==> src/rtl/hazard_ctrl_mc.sv <==
`default_nettype none
// ============================================================================
// Module      : hazard_ctrl_mc
// Description : Stall/flush controller for the 5-stage MIPS pipeline, covering
//               ID-resolved branch/jr hazards, load-use, MDU busy and precise
//               interrupt entry, plus a saturating stall-cycle counter.
// Revision    : 1.0
// ============================================================================
module hazard_ctrl_mc #(
  parameter int unsigned AW       = 5,
  parameter int unsigned LINK_REG = 31,
  parameter int unsigned EPC_REG  = 26,
  parameter int unsigned MDU_LAT  = 32,
  parameter int unsigned CNT_W    = 16
) (
  input  logic             clk,
  input  logic             reset,
  input  logic             interrupt,
  input  logic [AW-1:0]    rs_id,
  input  logic [AW-1:0]    rt_id,
  input  logic             branch_id,
  input  logic             jr_id,
  input  logic [2:0]       pcsrc_id,
  input  logic             mdu_start_id,
  input  logic             mdu_read_id,
  input  logic             regwrite_ex,
  input  logic             memread_ex,
  input  logic [AW-1:0]    wa_ex,
  input  logic [AW-1:0]    rt_ex,
  input  logic             regwrite_mem,
  input  logic             memread_mem,
  input  logic [AW-1:0]    wa_mem,
  input  logic [1:0]       memtoreg_mem,
  output logic             stall,
  output logic             flush,
  output logic             int_take,
  output logic             mdu_busy,
  output logic [CNT_W-1:0] stall_cnt
);

  localparam int unsigned       c_MDU_W    = $clog2(MDU_LAT);
  localparam logic [c_MDU_W-1:0] c_MDU_LOAD = c_MDU_W'(MDU_LAT - 1);
  localparam logic [c_MDU_W-1:0] c_MDU_ONE  = c_MDU_W'(1);
  localparam logic [AW-1:0]      c_LINK     = AW'(LINK_REG);
  localparam logic [AW-1:0]      c_EPC      = AW'(EPC_REG);
  localparam logic [CNT_W-1:0]   c_CNT_MAX  = {CNT_W{1'b1}};
  localparam logic [CNT_W-1:0]   c_CNT_ONE  = CNT_W'(1);

  localparam logic [1:0] c_S_IDLE = 2'd0;
  localparam logic [1:0] c_S_PEND = 2'd1;
  localparam logic [1:0] c_S_TAKE = 2'd2;

  logic [1:0]         state_q, state_d;
  logic [c_MDU_W-1:0] mdu_cnt_q, mdu_cnt_d;
  logic [CNT_W-1:0]   stall_cnt_q, stall_cnt_d;

  logic w_int_take;
  logic w_mdu_busy;
  logic w_haz;
  logic w_stall;
  logic w_unused_regwrite_mem;

  // Register 0 is hardwired, so a write to it can never create a hazard.
  function automatic logic f_match(input logic [AW-1:0] a, input logic [AW-1:0] b);
    return (a != '0) && (a == b);
  endfunction

  logic w_ex_rs, w_ex_rt, w_mem_rs, w_mem_rt, w_imp_rs, w_imp_rt, w_lu;

  assign w_ex_rs  = regwrite_ex & f_match(wa_ex, rs_id);
  assign w_ex_rt  = regwrite_ex & f_match(wa_ex, rt_id);
  assign w_mem_rs = memread_mem & f_match(wa_mem, rs_id);
  assign w_mem_rt = memread_mem & f_match(wa_mem, rt_id);
  assign w_imp_rs = ((memtoreg_mem == 2'b10) & f_match(c_LINK, rs_id)) |
                    ((memtoreg_mem == 2'b11) & f_match(c_EPC, rs_id));
  assign w_imp_rt = ((memtoreg_mem == 2'b10) & f_match(c_LINK, rt_id)) |
                    ((memtoreg_mem == 2'b11) & f_match(c_EPC, rt_id));
  assign w_lu     = memread_ex & (f_match(rt_ex, rs_id) | f_match(rt_ex, rt_id));

  assign w_mdu_busy = (mdu_cnt_q != '0);

  assign w_haz = w_lu
               | (branch_id & (w_ex_rs | w_ex_rt | w_mem_rs | w_mem_rt | w_imp_rs | w_imp_rt))
               | (jr_id & (w_ex_rs | w_mem_rs | w_imp_rs))
               | ((mdu_read_id | mdu_start_id) & w_mdu_busy);

  // Interrupt entry overrides any hazard so the handler redirect is never held.
  assign w_stall = ~reset & ~w_int_take & w_haz;

  // Regwrite in MEM is resolved by forwarding; only loads/implicit writes stall.
  assign w_unused_regwrite_mem = regwrite_mem;

  // ---------------- interrupt FSM ----------------
  always_ff @(posedge clk or posedge reset) begin
    if (reset) state_q <= c_S_IDLE;
    else       state_q <= state_d;
  end

  always_comb begin
    state_d = state_q;
    case (state_q)
      c_S_IDLE: if (interrupt) state_d = c_S_PEND;
      c_S_PEND: if (!w_stall && !w_mdu_busy) state_d = c_S_TAKE;
      c_S_TAKE: state_d = interrupt ? c_S_PEND : c_S_IDLE;
      default:  state_d = c_S_IDLE;
    endcase
  end

  always_comb begin
    w_int_take = (state_q == c_S_TAKE);
  end

  // ---------------- MDU busy counter ----------------
  always_comb begin
    mdu_cnt_d = mdu_cnt_q;
    if (mdu_start_id && !w_stall && !w_int_take) mdu_cnt_d = c_MDU_LOAD;
    else if (w_mdu_busy)                         mdu_cnt_d = mdu_cnt_q - c_MDU_ONE;
  end

  always_ff @(posedge clk or posedge reset) begin
    if (reset) mdu_cnt_q <= '0;
    else       mdu_cnt_q <= mdu_cnt_d;
  end

  // ---------------- stall performance counter ----------------
  always_comb begin
    stall_cnt_d = stall_cnt_q;
    if (w_stall && (stall_cnt_q != c_CNT_MAX)) stall_cnt_d = stall_cnt_q + c_CNT_ONE;
  end

  always_ff @(posedge clk or posedge reset) begin
    if (reset) stall_cnt_q <= '0;
    else       stall_cnt_q <= stall_cnt_d;
  end

  assign stall     = w_stall;
  assign flush     = ~reset & (w_int_take | (~w_stall & (pcsrc_id != 3'd0)));
  assign int_take  = w_int_take;
  assign mdu_busy  = w_mdu_busy;
  assign stall_cnt = stall_cnt_q;

endmodule
`default_nettype wire

==> config.mk <==
export PLATFORM = sky130hd
export DESIGN_NAME = hazard_ctrl_mc
export DESIGN_NICKNAME = d
export VERILOG_FILES = /design/src/rtl/hazard_ctrl_mc.sv
export SDC_FILE = /design/constraint.sdc
export NUM_CORES = 1
export LEC_CHECK = 0
export BUFFER_PORTS_ARGS = -buffer_cell sky130_fd_sc_hd__buf_4
export CORE_AREA = 2 2 66 68
export DETAILED_ROUTE_END_ITERATION = 16
export DIE_AREA = 0 0 68 70
export GPL_ROUTABILITY_DRIVEN = 1
export PLACE_DENSITY_LB_ADDON = 0.1
export SLEW_MARGIN = 20
export SYNTH_ARGS = -nofsm -noshare
export SYNTH_HDL_FRONTEND = slang
export SYNTH_SLANG_ARGS = --single-unit
==> constraint.sdc <==
create_clock -name clk -period 2.5 [get_ports clk]
set_clock_uncertainty 0.05 [all_clocks]
set_input_delay 0.125 -clock clk [delete_from_list [all_inputs] [get_ports clk]]
set_output_delay 0.125 -clock clk [all_outputs]
set_load 0.02 [all_outputs]
==> impl.org <==
** Outcome
- The flow ran to the end, and the final reports show no timing, DRC or antenna violations.

** Clocking
- TritonCTS clock tree :: done
- The clock drives 23 sinks.
- Clock latency on the worst-skew pair :: 0.27 ns
- Buffer cell driving the clock tree root :: sky130_fd_sc_hd__clkbuf_8
- No sink is reached through more buffers than the 2 on the longest clock path.
- The number of setup buffers added after CTS is 0.
- Number of clock buffers inserted by TritonCTS :: 3
- After clock tree synthesis, the clock-pin slew on the worst setup and hold paths is 0.08 ns.
- H-tree levels :: 1

** Logic synthesis
- Number of flip-flops and latches in the synthesized netlist :: 23
- In the synthesized netlist the dominant register cell turns out to be sky130_fd_sc_hd__dfrtp_1.
- Fraction of synthesis flops using an asynchronous set or reset pin :: 100%
- After synthesis, the cell types taking the most area are sky130_fd_sc_hd__dfrtp_1 (35%), sky130_fd_sc_hd__xor2_1 (18%), sky130_fd_sc_hd__xnor2_1 (7.0%), sky130_fd_sc_hd__nor3_1 (3.7%), sky130_fd_sc_hd__nand2_1 (3.2%).
- The synthesized netlist occupies a cell area of 1630 µm².
- During synthesis, Yosys emitted a total of 0 warnings.
- Distinct cell type count of the synthesized netlist :: 37
- By instance count, the leading cell after synthesis is sky130_fd_sc_hd__xor2_1.
- Nets in the synthesized netlist :: 218
- After technology mapping, the gate count stands at 175.
- Most used standard cells in the synthesized netlist :: sky130_fd_sc_hd__xor2_1 (33), sky130_fd_sc_hd__dfrtp_1 (23), sky130_fd_sc_hd__nand2_1 (14)
- Sequential fraction of the synthesis area :: 35.3%
- After synthesis, the largest area contributor takes up 35.3% of total cell area.
- sky130_fd_sc_hd__dfrtp_1 takes more of the synthesized area than any other cell.
- Mean area per synthesized cell :: 9.32 µm²
- Count of flip-flops with a built-in enable after synthesis :: 0

** Timing
- Setup violations remaining at the end of the flow were counted as 0.
- Total negative slack for setup checks :: 0 ns
- The final max-slew violation count was 0.
- The routed design could run at a clock period as short as 2.45 ns.
- In the finished design, the share of the clock period the worst path needs comes to 98.0%.
- Setup repair after global routing could not meet its margin everywhere.
- Worst hold slack after final layout :: 0.0186 ns
- At the pin with the least slew margin, the transition time is 0.879 ns.
- For this run, the top clock speed supported by timing is 0.408 GHz.
- Worst-case headroom to the max-slew limit :: 41.3%
- The count of endpoints failing hold in the final timing report came to 0.

** Global route
- Entering global routing, the biggest net connects 24 pins.
- Total global-route track usage :: 18.0%
- Overflow left after global routing :: 0
- Global-route wire length before repair :: 6700 µm
- Initial antenna violation count :: 0
- The via count of the first global-routing pass is 1535.

** Drt
- DRC violations left :: 0
- The final route contains 1469 vias.
- Total wirelength of the detailed-routed design :: 3770 µm
- Initial DRC Count :: 105
- After detailed routing, the average wire length per cell comes to 12.8 µm.
- After detailed routing, the number of vias per cell comes to 4.98.
- Before antenna repair, the detailed router went through 4 iterations.
- Number of antenna-violating nets in the routed design :: 0

** Die
- Vertical extent of the die :: 70 µm
- In this run the horizontal extent of the chip is 68 µm.
- After floorplanning, the core was divided into 24 placement rows.
- Floorplan die area :: 4760 µm²
- Core Footprint :: 4140 µm²
- During I/O placement, the number of pins put on the boundary was 61.
- The initial utilization of the core area, before any placement, comes to 39.4%.

** Power and ir drop
- Power spread over the standard cell area amounts to 529 nW/µm².
- The analysis attributes to cell leakage a power of 1.10 nW.
- Maximum ir drop on the vdd rail :: 0.197 mV
- The design draws 0.00118 W.

** Worst setup path
- Setup slack on the worst reg-to-reg path comes out at 0.39 ns.
- Most numerous cell on the critical path :: sky130_fd_sc_hd__buf_4
- Crit path kind :: input pin to primary output
- Critical Path Sink Type :: primary output
- Critical Path AT :: 2.28 ns
- The number of cells on the worst reg-to-reg path is 10.
- Nature of the critical path startpoint :: input pin
- Worst reg2reg startpoint :: mdu_cnt_q[0]$_DFFE_PP0P_
- In this design, the stage delay of the slowest critical-path cell is 0.54 ns.
- Required time of the critical path :: 2.33 ns
- Of all nets on the critical path, the largest fanout is 5.
- Chain of cells forming the critical path :: buf_4 > or4_1 > o21ai_1 > o41ai_1 > or4_4 > o22ai_4 > o31ai_1 > a21oi_1 > buf_4
- Worst setup path startpoint :: wa_ex[1]
- The endpoint identified for the worst register-to-register timing path is stall_cnt[10]$_DFFE_PP0P_.
- Worst-path cell with the longest stage delay :: sky130_fd_sc_hd__or4_4

** Finish
- Counting the fill cells in the layout gives 403.
- With fillers left out, the area of the finished cells amounts to 2230 µm².
- Relative to the synthesized area, the layout overhead comes to 36.5%.
- # diodes :: 0
- After the last flow step, the layout net total stands at 287.
- Of the cells placed in the final design, the portion with a size suffix greater than 1 is 30.5%.

** Run
- Maximum capacitance violations :: 0

** Place
- At the end of routability-driven placement, the weighted congestion stood at 0.826.
- After legalization and detailed placement, the total HPWL measured 3110 µm.
- After detailed placement, the total cell area comes to 2170 µm².
- In this run the tool buffered the top-level ports with 59 buffer cells.

** Hold path
- The path class of the tightest hold or removal check is input pin to async pin.
-- metrics by stage --
step | instances | util, % | worst slack [ns]
2_1_floorplan | 175 | - | 0.0474
6_report | 295 | 53.7 | 0.0489
5_1_grt | 295 | 53.7 | -0.116
3_5_place_dp | 291 | 52.4 | 0.0230
3_3_place_gp | 291 | 52.4 | 0.0272
4_1_cts | 295 | 53.5 | 0.0173
-- timing repair --
item	4_1_cts	5_1_grt
setup endpoints to repair	0	2
hold buffers	0	0
resized for setup	0	1
-- cell families (layout without fill, tap and decap cells) --
logic type	Yosys count	in the layout	synth area share, %
simple gates	73	73	25.6
xor+xnor	46	46	24.7
flops	23	23	35.3
compound gates	22	22	9.28
buf+inv	7	75	2.07
fa+ha+maj	2	2	1.53
mux	2	2	1.53
-- state kept, by name, summed over array words and instances (netlist names) --
register	flops
stall_cnt	16
state_q	2
mdu_cnt_q	5
-- routing by layer --
metal,track usage (%),routed length (µm)
met5,0,0
met4,7.33,77
met3,2.90,223
met2,30.5,1800
met1,21.9,1660
-- critical path, delay by kind of cell --
kind / cells / cell delay (ns)
AOI/OAI and AO/OA: 5 / 0.84
buffers and inverters: 2 / 0.27
and+or+nand+nor: 2 / 1.05
-- how the worst max path moves through the flow --
stage,end,cells past startpoint
finish,flush,9
global route,stall,9
CTS,flush,9
detailed placement,flush,9
global placement,stall_cnt[13]$_DFFE_PP0P_,9
floorplan,flush,8
-- power breakdown --
| part | switching (W) | internal, W |
|---|---|---|
| registers | 0.0000744 | 0.000436 |
| logic | 0.000218 | 0.000220 |
| clock network | 0.000116 | 0.000114 |
| total | 0.000408 | 0.000770 |
-- layout by cell type (no fill, tap or decap), types with 4 or more instances in the layout --
| cell type | n |
|---|---|
| sky130_fd_sc_hd__buf_4 | 65 |
| sky130_fd_sc_hd__xor2_1 | 33 |
| sky130_fd_sc_hd__dfrtp_1 | 23 |
| sky130_fd_sc_hd__nand2_1 | 14 |
| sky130_fd_sc_hd__xnor2_1 | 13 |
| sky130_fd_sc_hd__nor3_1 | 12 |
| sky130_fd_sc_hd__nor2_1 | 8 |
| sky130_fd_sc_hd__o21ai_0 | 8 |
| sky130_fd_sc_hd__nand3_1 | 7 |
| sky130_fd_sc_hd__inv_1 | 6 |
| sky130_fd_sc_hd__and3_1 | 5 |
| sky130_fd_sc_hd__nor4_1 | 4 |
-- area by class of cell --
cell class	count	area (µm²)	area share [%]
multi-input cells	145	1030	46.3
flip-flops and latches	23	576	25.8
repair buffers	65	488	21.9
well taps	52	65.1	2.92
clock buffers	4	45.0	2.02
inverters	6	22.5	1.01
Note: power is estimated with default switching activity, not from simulation.
